<file path="src/rtl/fetch_stage.sv">
// Instruction-fetch stage: owns the PC and issues one outstanding request at a time to imem.
// Holds the IF/ID register with a one-entry skid buffer, and splits out the decode fields.
module fetch_stage #(
    parameter logic [31:0] RESET_PC = 32'h0000_0000
) (
    input  logic        clock,
    input  logic        reset,
    input  logic        stall,
    input  logic        flush,
    input  logic        redirect,
    input  logic [31:0] redirect_pc,
    output logic        imem_req,
    output logic [31:0] imem_addr,
    input  logic        imem_ready,
    input  logic [31:0] imem_rdata,
    output logic        inst_valid,
    output logic [31:0] inst,
    output logic [31:0] inst_pc4,
    output logic [5:0]  opcode,
    output logic [5:0]  funct,
    output logic [4:0]  rs,
    output logic [4:0]  rt,
    output logic [4:0]  rd,
    output logic [4:0]  shamt,
    output logic [15:0] imm
);

    typedef enum logic [1:0] {
        S_FETCH = 2'd0,
        S_DROP  = 2'd1,
        S_HOLD  = 2'd2
    } state_e;

    state_e      state_q;
    logic [31:0] pc_q;
    logic [31:0] drop_addr_q;
    logic        ifid_valid_q;
    logic [31:0] ifid_inst_q;
    logic [31:0] ifid_pc4_q;
    logic [31:0] skid_inst_q;
    logic [31:0] skid_pc4_q;

    logic [31:0] pc_plus4_d;
    logic [31:0] target_pc_d;

    assign pc_plus4_d  = pc_q + 32'd4;
    assign target_pc_d = redirect_pc & ~32'h0000_0003;

    // Request is a pure function of state so the address cannot move while waiting on ready.
    assign imem_req  = !reset && (state_q != S_HOLD);
    assign imem_addr = (state_q == S_DROP) ? drop_addr_q : pc_q;

    always_ff @(posedge clock) begin
        if (reset) begin
            state_q      <= S_FETCH;
            pc_q         <= RESET_PC;
            drop_addr_q  <= 32'h0;
            ifid_valid_q <= 1'b0;
            ifid_inst_q  <= 32'h0;
            ifid_pc4_q   <= 32'h0;
            skid_inst_q  <= 32'h0;
            skid_pc4_q   <= 32'h0;
        end else if (redirect) begin
            pc_q         <= target_pc_d;
            ifid_valid_q <= 1'b0;
            skid_inst_q  <= 32'h0;
            skid_pc4_q   <= 32'h0;
            // A request still in flight must be retired before the new target is fetched.
            if ((state_q != S_HOLD) && !imem_ready) begin
                drop_addr_q <= imem_addr;
                state_q     <= S_DROP;
            end else begin
                state_q <= S_FETCH;
            end
        end else if (flush) begin
            ifid_valid_q <= 1'b0;
            skid_inst_q  <= 32'h0;
            skid_pc4_q   <= 32'h0;
            case (state_q)
                S_HOLD:  state_q <= S_FETCH;
                S_DROP:  if (imem_ready) state_q <= S_FETCH;
                default: state_q <= S_FETCH;
            endcase
        end else begin
            case (state_q)
                S_FETCH: begin
                    if (imem_ready) begin
                        pc_q <= pc_plus4_d;
                        if (stall) begin
                            skid_inst_q <= imem_rdata;
                            skid_pc4_q  <= pc_plus4_d;
                            state_q     <= S_HOLD;
                        end else begin
                            ifid_valid_q <= 1'b1;
                            ifid_inst_q  <= imem_rdata;
                            ifid_pc4_q   <= pc_plus4_d;
                        end
                    end else if (!stall) begin
                        ifid_valid_q <= 1'b0;
                    end
                end
                S_DROP: begin
                    if (!stall) ifid_valid_q <= 1'b0;
                    if (imem_ready) state_q <= S_FETCH;
                end
                S_HOLD: begin
                    if (!stall) begin
                        ifid_valid_q <= 1'b1;
                        ifid_inst_q  <= skid_inst_q;
                        ifid_pc4_q   <= skid_pc4_q;
                        skid_inst_q  <= 32'h0;
                        skid_pc4_q   <= 32'h0;
                        state_q      <= S_FETCH;
                    end
                end
                default: state_q <= S_FETCH;
            endcase
        end
    end

    // An invalid slot presents as NOP with all derived fields zero.
    assign inst_valid = ifid_valid_q;
    assign inst       = ifid_valid_q ? ifid_inst_q : 32'h0;
    assign inst_pc4   = ifid_valid_q ? ifid_pc4_q : 32'h0;
    assign opcode     = inst[31:26];
    assign rs         = inst[25:21];
    assign rt         = inst[20:16];
    assign rd         = inst[15:11];
    assign shamt      = inst[10:6];
    assign funct      = inst[5:0];
    assign imm        = inst[15:0];

endmodule
</file>
<file path="config.mk">
export PLATFORM = sky130hd
export DESIGN_NAME = fetch_stage
export DESIGN_NICKNAME = d
export VERILOG_FILES = /design/src/rtl/fetch_stage.sv
export SDC_FILE = /design/constraint.sdc
export NUM_CORES = 1
export LEC_CHECK = 0
export ABC_AREA = 1
export CAP_MARGIN = 20
export CORE_ASPECT_RATIO = 1.25
export CORE_MARGIN = 3
export CORE_UTILIZATION = 45
export CTS_BUF_LIST = sky130_fd_sc_hd__clkbuf_2 sky130_fd_sc_hd__clkbuf_4 sky130_fd_sc_hd__clkbuf_8
export DETAILED_ROUTE_END_ITERATION = 8
export PLACE_DENSITY = 0.73
export SETUP_SLACK_MARGIN = 0.1
export SKIP_CTS_REPAIR_TIMING = 1
export SYNTH_ARGS = -nofsm -noshare
export SYNTH_HDL_FRONTEND = slang
export SYNTH_SLANG_ARGS = --single-unit
</file>
<file path="constraint.sdc">
create_clock -name clock -period 2.2 [get_ports clock]
set_input_delay 0.44 -clock clock [delete_from_list [all_inputs] [get_ports clock]]
set_output_delay 0.44 -clock clock [all_outputs]
set_load 0.01 [all_outputs]
</file>
==> results.cfg, run 1 <==
[run_status]
status = finished, violations left
violations = negative setup slack

[final_layout]
layout-drive-gt1-share_pct = 13.7
nets = 1589
fin_cells = 1796
area_delta_synth_final_pct = 38.0
design_area_um2 = 12900
diodes = 0

[sta]
finalCritPeriodShare_pct = 102
finalSetupViolCount = 6
setup-tns-final_ns = -0.127
worst_pin_slew_ns = 0.667
max_freq_mhz = 447
skew_ns = 0.0156
relSlewSlack_pct = 55.6
finalHoldViolations = 0
setup_ws_ns = -0.0357
rsz0062_at_grt = yes
finalMaxSlewViolations = 0
layout_min_cycle_time_ns = 2.24

[floorplanning]
initial_core_util_pct = 46.1
die_y_um = 167
coreArea_um2 = 20200
io_pins = 216
die_width_um = 135
rows = 58
die_area_um2 = 22500

[power]
vdd_drop_max_mv = 0.380
p_total_uw = 7040
power_density_nw_per_um2 = 547
p_leak_uw = 0.00746

[placed_design]
hpwlAfterDp_um = 17900
dp_cells = 1735
place_area_um2 = 11300
port_buffers = 211
gp_congestion = 0.888

[route]
post_drt_wl_per_cell_um = 16.1
maxUsedRoutingLayer = met4
vias = 9531
dr_wl_met2_um = 14400
wl_met1_um = 11700
drtPass1Iterations = 7
totalWireLength_um = 28900
drt-initial-drc-count = 623
drtAntennaViolNets = 0
drc = 0
wl_met3_um = 2080
vias_per_cell = 5.31

[global_routing]
grtUsageTotal_pct = 22.2
antenna_found_initial = 0
grt_pass1_vias = 8581
grt.overflow.total = 0
grt_start_max_net_pins = 69
grt_pass1_wl_um = 41800

[synth]
synth_top_area_cell = dfxtp_1
yosysSeqAreaShare_pct = 40.6
yosys-top-cells-area = dfxtp_1, nand2_1, o21ai_0
syn_area_per_cell_um2 = 6.86
ys_ff_latch = 189
synth.most_common_cell = nand2_1
synth_commonest_cells = nand2_1, dfxtp_1, o21ai_0
synth_cell_types = 32
async_flop_share_pct = 0
ys_dominant_reg_cell = dfxtp_1
ys_warn_count = 0
synth_top_area_share_pct = 40.6
synth_edf_count = 0
syn_area_um2 = 9330
syn_inst = 1359

[clock_tree]
clkTransAtPathRegs_ns = 0.11
htreeDepth = 4
cts_tree = built
ctsRootBufferMaster = clkbuf_8
cts-buffers-inserted = 17
cts_buffer_depth = 2
worstSkewPairLatency_ns = 0.47
clkSinkCount = 189

[setup_path]
critPathBufInv = 5
arrival_ns = 1.80
critPathTopFamily = buffers and inverters
cp_slowest_cell = dfxtp_2
cpPeakStageDelay_ns = 0.36
cp-end-kind = primary output
critical_path.max_fanout = 7
crit_type = reg2out
cp_cell_sequence = inv_4 > ha_4 > buf_12 > clkbuf_16 > buf_4 > o21ai_4 > buf_6
start_kind = flip-flop
cp.required_ns = 1.76

[hold_path]
min-delay-path-class = in2reg

[flow_run]
max_cap_violations = 0
[layer usage]
metal  up-vias  track usage [%]
met4         0             6.07
met3        62             3.81
met5         -                0
met2       399             38.3
li1       4649                -
met1      4421             28.7
[final cells by class]
cell class	instances	area [um2]
fill	1698	7380
multi-input combinational	898	4680
sequential	189	3790
timing repair buffer	270	3120
inverter	137	524
tap	270	338
clock buffer	17	234
clock inverter	15	175
[flip-flops by register name (all words and copies together) (netlist names), named ones only]
register / flops
drop_addr_q: 32
ifid_inst_q: 32
ifid_pc4_q: 30
pc_q: 30
skid_inst_q: 32
skid_pc4_q: 30
state_q: 2
[path summary, 6_finish.rpt]
path | slack (ns) | endpoint | from | cells after the start
hold reg to reg | 0.46 | drop_addr_q[0]$_SDFFE_PP0P_ | drop_addr_q[0]$_SDFFE_PP0P_ | 2
setup / recovery | -0.04 | imem_addr[16] | state_q[1]$_SDFFE_PP0P_ | 7
setup reg to reg | 0.17 | ifid_inst_q[28]$_SDFFE_PP0P_ | state_q[0]$_SDFFE_PP0P_ | 10
hold / removal | 0.34 | skid_pc4_q[2]$_SDFFE_PP0P_ | reset | 4
[where the power goes]
group | total [uW] | internal (uW) | switching [uW]
combinational | 1070 | 462 | 612
sequential | 3640 | 3550 | 88.8
clock | 2330 | 870 | 1460
[worst reg2reg max path: cells and delay by family, from the launching register on]
family                     cells  cell delay [ns]
buffers and inverters          5             0.67
DFF                            1             0.36
and+or+nand+nor                2             0.34
adders and majority gates      1             0.27
AOI/OAI and AO/OA              2             0.25
[cells by family after synthesis]
group	share of synthesized area, %
AOI/OAI and AO/OA	22.4
adders and majority gates	0.805
buffers and inverters	13.8
xor gates and xnor gates	1.49
other	0.0402
DFF	40.6
and+or+nand+nor	20.9
[metrics by stage]
| step | setup slack, ns | hold slack (ns) | utilization, % |
|---|---|---|---|
| global placement | 0.0618 | 0.432 | 56.0 |
| detailed placement | 0.00841 | 0.446 | 56.0 |
| CTS | -0.491 | 0.330 | 58.1 |
| global route | -0.0766 | 0.379 | 63.5 |
| finish | -0.0357 | 0.343 | 63.5 |
| floorplan | 0.535 | 0.425 | - |
[cells in the final DEF, fill, tap and decap left out, types with 14 or more instances in the layout]
| master | Yosys | routed |
|---|---|---|
| nand2_1 | 391 | 374 |
| dfxtp_1 | 189 | 186 |
| a21oi_1 | 155 | 155 |
| o21ai_0 | 163 | 134 |
| inv_1 | 134 | 132 |
| dlymetal6s2s_1 | 0 | 113 |
| clkdlybuf4s50_1 | 0 | 66 |
| nor2_1 | 55 | 54 |
| a31oi_1 | 42 | 42 |
| buf_4 | 55 | 30 |
| nand3_1 | 28 | 28 |
| buf_6 | 1 | 28 |
| o21ai_4 | 0 | 25 |
| clkbuf_8 | 0 | 17 |
| buf_12 | 0 | 16 |
| xor2_1 | 14 | 14 |
| a211oi_2 | 14 | 14 |
Power figures use the tool's default switching activity.
==> inputs of run 2 (changes only) <==
--- a/config.mk
+++ b/config.mk
@@ -6,7 +6,7 @@
 export NUM_CORES = 1
 export LEC_CHECK = 0
 export ABC_AREA = 1
-export CAP_MARGIN = 20
+export CAP_MARGIN = 40
 export CORE_ASPECT_RATIO = 1.25
 export CORE_MARGIN = 3
 export CORE_UTILIZATION = 45
==> results of run 2 <==
Same layout as run 1: the final DEF is identical, and so are final timing and power.
